[config.mk]
export PLATFORM = sky130hd
export DESIGN_NAME = ldtu_encoder_param
export DESIGN_NICKNAME = d
export VERILOG_FILES = /design/src/rtl/ldtu_encoder_param.sv
export SDC_FILE = /design/constraint.sdc
export NUM_CORES = 1
export LEC_CHECK = 0
export BUFFER_PORTS_ARGS = -buffer_cell sky130_fd_sc_hd__buf_4
export CAP_MARGIN = 20
export CORE_ASPECT_RATIO = 1.25
export CORE_MARGIN = 1
export CORE_UTILIZATION = 40
export CTS_CLUSTER_SIZE = 16
export DETAILED_ROUTE_END_ITERATION = 8
export PLACE_DENSITY = 0.64
export SYNTH_ARGS = -nofsm -noshare
export SYNTH_HDL_FRONTEND = slang
export SYNTH_SLANG_ARGS = --single-unit
[constraint.sdc]
create_clock -name CLK_ -period 6.6 [get_ports CLK_]
set_input_delay 0.66 -clock CLK_ [delete_from_list [all_inputs] [get_ports CLK_]]
set_output_delay 0.66 -clock CLK_ [all_outputs]
set_load 0.05 [all_outputs]
[src/rtl/ldtu_encoder_param.sv]
// LiTe-DTU sample encoder: packs baseline/signal/orbit/fallback samples
// into WORD_W-bit words and queues them in a small output FIFO.
module ldtu_encoder_param #(
  parameter int WORD_W     = 32,
  parameter int SIG_W      = 13,
  parameter int BAS_W      = 6,
  parameter int NBAS       = 5,
  parameter int FIFO_DEPTH = 4,
  parameter int CNT_W      = 8
) (
  input  logic              CLK_,
  input  logic              reset_,
  input  logic              in_valid,
  input  logic [SIG_W-1:0]  in_data,
  input  logic              baseline_flag,
  input  logic              Orbit,
  input  logic              fallback_,
  output logic [WORD_W-1:0] out_data,
  output logic              out_valid,
  input  logic              out_ready,
  output logic              overflow,
  output logic [CNT_W-1:0]  drop_cnt
);

  localparam int BW = (NBAS - 1) * BAS_W;
  localparam int KW = (NBAS > 2) ? $clog2(NBAS) : 1;
  localparam int PW = (FIFO_DEPTH > 1) ? $clog2(FIFO_DEPTH) : 1;
  localparam int CW = PW + 1;

  if (WORD_W != 2 + NBAS * BAS_W) begin : g_chk_bas
    $error("WORD_W must equal 2+NBAS*BAS_W");
  end
  if (WORD_W != 6 + 2 * SIG_W) begin : g_chk_sig
    $error("WORD_W must equal 6+2*SIG_W");
  end
  if (WORD_W - 8 < BW) begin : g_chk_part
    $error("partial word cannot hold NBAS-1 samples");
  end
  if (FIFO_DEPTH < 2 || (1 << PW) != FIFO_DEPTH) begin : g_chk_fifo
    $error("FIFO_DEPTH must be a power of 2 and >= 2");
  end

  localparam logic [WORD_W-1:0] C_FULL =
    WORD_W'(2'b01) << (WORD_W - 2);
  localparam logic [WORD_W-1:0] C_PART =
    WORD_W'(2'b10) << (WORD_W - 2);
  localparam logic [WORD_W-1:0] C_PAIR =
    WORD_W'(6'b001010) << (2 * SIG_W);
  localparam logic [WORD_W-1:0] C_SGL =
    (WORD_W'(6'b001011) << (2 * SIG_W)) |
    (WORD_W'(13'b0101010101010) << SIG_W);
  localparam logic [WORD_W-1:0] C_HDR =
    (WORD_W'(6'b001011) << (2 * SIG_W)) |
    (WORD_W'(13'b1111000001111) << SIG_W);
  localparam logic [WORD_W-1:0] C_FB =
    WORD_W'(4'hF) << (WORD_W - 4);

  typedef enum logic [1:0] {
    S_IDLE, S_BAS, S_SIG1, S_FB1
  } st_t;

  st_t               r_st, w_st_n;
  logic [KW-1:0]     r_k, w_k_n;
  logic [BW-1:0]     r_bas, w_bas_n;
  logic [SIG_W-1:0]  r_sig, w_sig_n;

  logic [BAS_W-1:0]  w_b;
  logic [WORD_W-1:0] w_part, w_sgl, w_hdr;
  logic [WORD_W-1:0] w_pair, w_full, w_fbw;
  logic [WORD_W-1:0] w_w0, w_w1;
  logic [1:0]        w_np;
  logic              w_pend;

  assign w_b    = in_data[BAS_W-1:0];
  assign w_part = C_PART | (WORD_W'(r_k) << (WORD_W - 8))
                | WORD_W'(r_bas);
  assign w_sgl  = C_SGL | WORD_W'(r_sig);
  assign w_hdr  = C_HDR | WORD_W'(in_data);
  assign w_pair = C_PAIR | (WORD_W'(in_data) << SIG_W)
                | WORD_W'(r_sig);
  assign w_full = C_FULL | (WORD_W'(w_b) << BW) | WORD_W'(r_bas);
  assign w_fbw  = C_FB
                | (WORD_W'(~^in_data) << (2 * SIG_W + 1))
                | (WORD_W'(~^r_sig) << (2 * SIG_W))
                | (WORD_W'(in_data) << SIG_W)
                | WORD_W'(r_sig);

  // a pending fallback sample is dropped when normal mode resumes
  assign w_pend = (r_st == S_BAS) || (r_st == S_SIG1);

  always_comb begin
    w_st_n  = r_st;
    w_k_n   = r_k;
    w_bas_n = r_bas;
    w_sig_n = r_sig;
    w_np    = 2'd0;
    w_w0    = '0;
    w_w1    = '0;
    if (in_valid) begin
      if (fallback_) begin
        w_bas_n = '0;
        w_k_n   = '0;
        if (r_st == S_FB1) begin
          w_w0   = w_fbw;
          w_np   = 2'd1;
          w_st_n = S_IDLE;
        end else begin
          w_sig_n = in_data;
          w_st_n  = S_FB1;
        end
      end else if (Orbit) begin
        w_bas_n = '0;
        w_k_n   = '0;
        w_st_n  = S_IDLE;
        if (w_pend) begin
          w_w0 = (r_st == S_BAS) ? w_part : w_sgl;
          w_w1 = w_hdr;
          w_np = 2'd2;
        end else begin
          w_w0 = w_hdr;
          w_np = 2'd1;
        end
      end else if (baseline_flag) begin
        unique case (r_st)
          S_BAS: begin
            if (r_k == KW'(NBAS - 1)) begin
              w_w0    = w_full;
              w_np    = 2'd1;
              w_bas_n = '0;
              w_k_n   = '0;
              w_st_n  = S_IDLE;
            end else begin
              w_bas_n = r_bas |
                (BW'(w_b) << (32'(r_k) * BAS_W));
              w_k_n   = r_k + KW'(1);
            end
          end
          S_SIG1: begin
            w_w0    = w_sgl;
            w_np    = 2'd1;
            w_bas_n = BW'(w_b);
            w_k_n   = KW'(1);
            w_st_n  = S_BAS;
          end
          default: begin
            w_bas_n = BW'(w_b);
            w_k_n   = KW'(1);
            w_st_n  = S_BAS;
          end
        endcase
      end else begin
        unique case (r_st)
          S_BAS: begin
            w_w0    = w_part;
            w_np    = 2'd1;
            w_bas_n = '0;
            w_k_n   = '0;
            w_sig_n = in_data;
            w_st_n  = S_SIG1;
          end
          S_SIG1: begin
            w_w0   = w_pair;
            w_np   = 2'd1;
            w_st_n = S_IDLE;
          end
          default: begin
            w_bas_n = '0;
            w_k_n   = '0;
            w_sig_n = in_data;
            w_st_n  = S_SIG1;
          end
        endcase
      end
    end
  end

  always_ff @(posedge CLK_ or negedge reset_) begin
    if (!reset_) begin
      r_st  <= S_IDLE;
      r_k   <= '0;
      r_bas <= '0;
      r_sig <= '0;
    end else begin
      r_st  <= w_st_n;
      r_k   <= w_k_n;
      r_bas <= w_bas_n;
      r_sig <= w_sig_n;
    end
  end

  logic [WORD_W-1:0] r_mem [FIFO_DEPTH];
  logic [PW-1:0]     r_rd, r_wr;
  logic [CW-1:0]     r_cnt;
  logic [CNT_W-1:0]  r_drop;
  logic              r_ovf;

  logic              w_pop;
  logic [CW-1:0]     w_free;
  logic [1:0]        w_acc, w_drop;
  logic [CNT_W:0]    w_dsum;
  logic [CNT_W-1:0]  w_dsat;

  assign w_pop  = (r_cnt != '0) && out_ready;
  assign w_free = CW'(FIFO_DEPTH) - r_cnt + CW'(w_pop);
  // newest push is the one dropped when only one slot is free
  assign w_acc  = (CW'(w_np) <= w_free) ? w_np : w_free[1:0];
  assign w_drop = w_np - w_acc;
  assign w_dsum = {1'b0, r_drop} + (CNT_W + 1)'(w_drop);
  assign w_dsat = w_dsum[CNT_W] ? '1 : w_dsum[CNT_W-1:0];

  always_ff @(posedge CLK_) begin
    if (w_acc != 2'd0) r_mem[r_wr] <= w_w0;
    if (w_acc == 2'd2) r_mem[r_wr + PW'(1)] <= w_w1;
  end

  always_ff @(posedge CLK_ or negedge reset_) begin
    if (!reset_) begin
      r_rd   <= '0;
      r_wr   <= '0;
      r_cnt  <= '0;
      r_drop <= '0;
      r_ovf  <= 1'b0;
    end else begin
      r_rd   <= r_rd + PW'(w_pop);
      r_wr   <= r_wr + PW'(w_acc);
      r_cnt  <= r_cnt + CW'(w_acc) - CW'(w_pop);
      r_drop <= w_dsat;
      if (w_drop != 2'd0) r_ovf <= 1'b1;
    end
  end

  assign out_valid = (r_cnt != '0);
  assign out_data  = out_valid ? r_mem[r_rd] : '0;
  assign overflow  = r_ovf;
  assign drop_cnt  = r_drop;

endmodule

Yosys cells after proc, flatten, opt, wreduce, memory -nomap -nowiden --
Memories as Yosys holds them, arrays and structs flattened. Cells that the tools add are included.
Cells by class: add/sub/neg operators 10, multipliers 1, magnitude comparators 1, equality and inequality tests 11, shifts and indexed selects 1, mux-type cells 54, bitwise gates (word level) 7, reductions and logical operators 11
Operator list (number):
- $mux W32 | 10
- $mux W24 | 6
- $mux W13 | 5
- $pmux W32 S2 | 1
- $pmux W31 S2 | 1
- $mux W30 | 2
- $or A32 B13 Y32 | 1
- $or A32 B24 Y32 | 1
- $or A32 B26 Y32 | 1
- $or A32 B27 Y32 | 1
- $mux W31 | 1
- $or A31 B24 Y31 | 1
- $or A30 B13 Y30 | 1
- $mux W2 | 13
- $reduce_xnor A13 Y1 | 2
- $or A24 B24 Y24 | 1
- $shl A6 B6 Y24 | 1
- $mux W3 | 6
- $add A8 B2 Y9 | 1
- $mux W8 | 1
- $mux W1 | 7
- $eq A2 B2 Y1 const B | 3
- $mul A3 B2 Y5 const B | 1
- $ne A5 B4 Y1 const B | 1
- 23 further kinds | 27
Word-level totals: register bits after elaboration 58, memory bits (writable) 128, input bits 20, output and inout bits 42, memories kept 1
Memories:
- r_mem | words 4, width 32, rd ports 1, clocked after Yosys merged registers in 0, wr ports 2, line 191 | logic [WORD_W-1:0] r_mem [FIFO_DEPTH];

Logic depth before layout (Yosys ltp) --
depth after elaboration 12, mapped depth 20, mapped depth without buffers 19

Worst setup path before layout --
Ideal clock, no wire load.
path type reg2reg, from reg r_cnt[2], to mem r_mem[0][0], enable pin, library setup time 438 ps, arrival time 4994 ps, data required time 6162 ps, path slack 1167 ps, stages on the path, launching flop included 14, buffers on the path 2, period minus slack after synthesis 5433 ps, path through dfrtp_1 -> or3_1 -> clkbuf_1 -> nand2_1 -> ha_1 -> inv_1 -> ha_1 -> inv_1 -> ha_1 -> nor2b_1 -> o211a_1 -> mux2_2 -> clkbuf_1 -> o21ai_0
RTL lines:
- start, declared | line 193 | logic [CW-1:0] r_cnt;
- start signal, assigned | line 226 | r_cnt <= r_cnt + CW'(w_acc) - CW'(w_pop);
- end, declared | line 191

==> results.yml <==
outcome:
  status: "finished, final reports clean"
cts:
  tritoncts: "built"
  cts.path.max_buffers: 2
  cts_root_buf: "clkbuf_16"
  cts_made_buffers: 17
  clock-sinks: 186
  hold_buffers: 0
  insertion_delay_ns: 0.44
  htree_levels: 4
  cts_resized: 0
  cts_setup_buffers: 0
  clk_pin_slew_ns: 0.06
cells_and_area:
  most-common-layout-cells: "edfxtp_1 (96), o21ai_0 (79), buf_4 (75)"
  nets: 955
  n_antenna_cell: 0
  post-route-util_pct: 46.1
  area_delta_synth_final_pct: 12.0
  stdcell_area_um2: 11400
  drive_gt1_share_pct: 18.1
  final_common_cell: "edfxtp_1"
  n_fill_cell: 2268
die:
  core_area_um2: 24700
  start_util_pct: 41.2
  io_pins: 62
  die-area_um2: 26100
  rows: 64
  fp.dieW_um: 145
  dieHeight_um: 180
detailed_routing:
  drcViolationCount: 0
  drtPass1Iterations: 8
  antenna_left: 0
  top_layer_used: "met4"
  met2WireLength_um: 12900
  wirelength_um: 26100
  drtIter0Drc: 730
  met3WireLength_um: 1070
  avgViaCountPerCell: 5.90
  wl_met1_um: 11400
  vias: 7403
  wl_per_cell_um: 20.8
worst_setup_path:
  path_delay_family: "simple AND/OR/NAND/NOR gates"
  crit_path_max_incr_delay_ns: 0.72
  critical_path.max_fanout: 34
  crit_path_start_kind: "flop"
  path_cells: "or3_1, nand2_1, ha_1, inv_1, ha_1, inv_1, ha_1, nor2b_1, o211ai_2, nor3_2, a311o_1, buf_4, o21ai_2, buf_4"
  criticalPathCategory: "reg -> reg"
  crit_buf_inv: 4
  crit_top_cell: "ha_1"
  end_kind: "flop"
  cp.arrival_ns: 4.90
  crit_slowest_cell: "or3_1"
  worstPathRequired_ns: 6.76
power_and_ir_drop:
  powerDensity_nw_per_um2: 466
  internal_power_mw: 3.10
  switching_share_pct: 41.7
  p_switching_mw: 2.22
  power_mw: 5.32
  p_leak_nw: 4.46
  power.combinational.fraction_pct: 48.2
  p_seq_share_pct: 33.0
  clockPowerShare_pct: 18.8
  ir_drop_mv: 0.238
grt:
  grt_start_max_net_pins: 59
  grt_pass1_vias: 7302
  antenna_found_initial: 0
  grt_overflow_total: 0
  grt_usage_pct: 21.1
  grt_pass1_wl_um: 41700
logic_synthesis:
  synth_top_area_cell: "edfxtp_1"
  synth-xor-area-share_pct: 3.29
  yosys.area_share.adder_pct: 2.92
  synth_compound_area_share_pct: 19.6
  ys_warn_count: 0
  ys_seq_area_share_pct: 48.8
  synthMuxAreaShare_pct: 12.1
  synth-simple-area-share_pct: 9.10
  synth_nets: 938
  synth_top_area_share_pct: 28.3
  syn_avg_cell_area_um2: 11.4
  async_reset_ff_share_pct: 31.2
  yosys-top-cells-area: "edfxtp_1 (28%), dfrtp_1 (14%), mux4_2 (7.1%)"
  synth.distinct_cells: 71
  synth-edff-count: 96
  syn_area_um2: 10200
  ys_ff_latch: 186
  ys.flop_type: "edfxtp_1"
  syn_inst: 896
  synth_top_family_by_area: "compound AO/OA/AOI/OAI gates"
placement:
  io_buffers: 61
  hpwl_um: 18100
  place_congestion: 0.877
  placed_area_um2: 10800
run:
  cap_viol_max_count: 0
hold_path:
  hold_class: "in -> async"
sta:
  fmax_ghz: 0.211
  maxSlewHeadroom_pct: 31.7
  slew_viol_final: 0
  post-route-min-period_ns: 4.75
  tns_ns: 0
  finalHoldViolCount: 0
  worstMarginPinSlew_ns: 1.02
  fin_crit_sh_pct: 71.9
  rsz0062_at_grt: "false"
  setup_violations: 0
  clock_skew_ns: 0.00758
==> final cells by class <==
cell class,instances,area (um^2),area share (%)
timing repair buffer,76,577,5.05
sequential,186,4980,43.6
clock buffer,19,433,3.79
inverter,23,86.3,0.756
tap,330,413,3.62
multi-input combinational,609,4800,42.1
clock inverter,12,126,1.11
==> final timing paths <==
kind	start	endpoint	cells after the start	slack (ns)
max in group asynchronous	reset_	r_rd[0]	1	5.76
min reg2reg	r_mem[0][19]	r_mem[0][19]	2	0.48
min	reset_	r_bas[8]	1	0.28
max reg2reg	r_cnt[2]	r_mem[2][3]	14	1.85
max	r_cnt[2]	r_mem[2][3]	14	1.85
min in group CLK_	r_mem[0][19]	r_mem[0][19]	2	0.48
==> cell families (layout without fill, tap and decap cells) <==
group | after synthesis | in the layout
AOI/OAI and AO/OA | 296 | 296
xor gates and xnor gates | 32 | 32
adders and majority gates | 22 | 22
buffers and inverters | 101 | 130
DFF | 186 | 186
muxes | 81 | 81
and+or+nand+nor | 178 | 178
==> worst register-to-register path, stage by stage, from the launching register on <==
cell,delay (ns)
dfrtp_1,0.41
or3_1,0.72
nand2_1,0.22
ha_1,0.16
inv_1,0.04
ha_1,0.35
inv_1,0.08
ha_1,0.29
nor2b_1,0.22
o211ai_2,0.22
nor3_2,0.41
a311o_1,0.55
buf_4,0.42
o21ai_2,0.09
buf_4,0.26
==> per-stage QoR <==
stage | hold WS, ns | setup WS [ns] | std cells
floorplan | 0.364 | 1.17 | 896
global placement | 0.462 | 1.95 | 1220
detailed placement | 0.469 | 1.83 | 1221
CTS | 0.308 | 1.81 | 1252
global route | 0.341 | 1.48 | 1255
finish | 0.281 | 1.85 | 1255
==> sequential cells by signal, summed over array words and instances, names as in the netlist <==
signal,cells
overflow,1
r_st,2
r_cnt,3
r_rd,2
r_sig,13
r_mem,128
r_k,3
r_bas,24
r_wr,2
drop_cnt,8
==> metal layers <==
layer / vias to the layer above / GRT usage [%]
li1: 3436 / -
met1: 3706 / 27.5
met2: 214 / 34.4
met3: 47 / 3.24
met4: 0 / 9.01
met5: - / 0
==> synthesized netlist by cell type (all sizes together) (13+ instances only) <==
master / count
a21o: 18
o21ai: 100
mux2i: 35
o2bb2ai: 44
dfrtp: 58
nor2: 29
inv: 23
clkbuf: 42
buf: 36
edfxtp: 96
a222oi: 13
dfxtp: 32
xnor2: 22
mux2: 14
mux4: 32
a21oi: 56
nand2b: 14
o22ai: 13
nand2: 52
and2: 35
ha: 19
==> power by group through the flow <==
stage	combinational, mW	clock (mW)	sequential [mW]
floorplan	1.86	0	1.82
global placement	2.55	0	1.77
detailed placement	2.58	0	1.78
CTS	2.59	1.01	1.76
global route	2.77	1.05	1.79
finish	2.57	0.999	1.76
(Power assumes the default switching activity.)
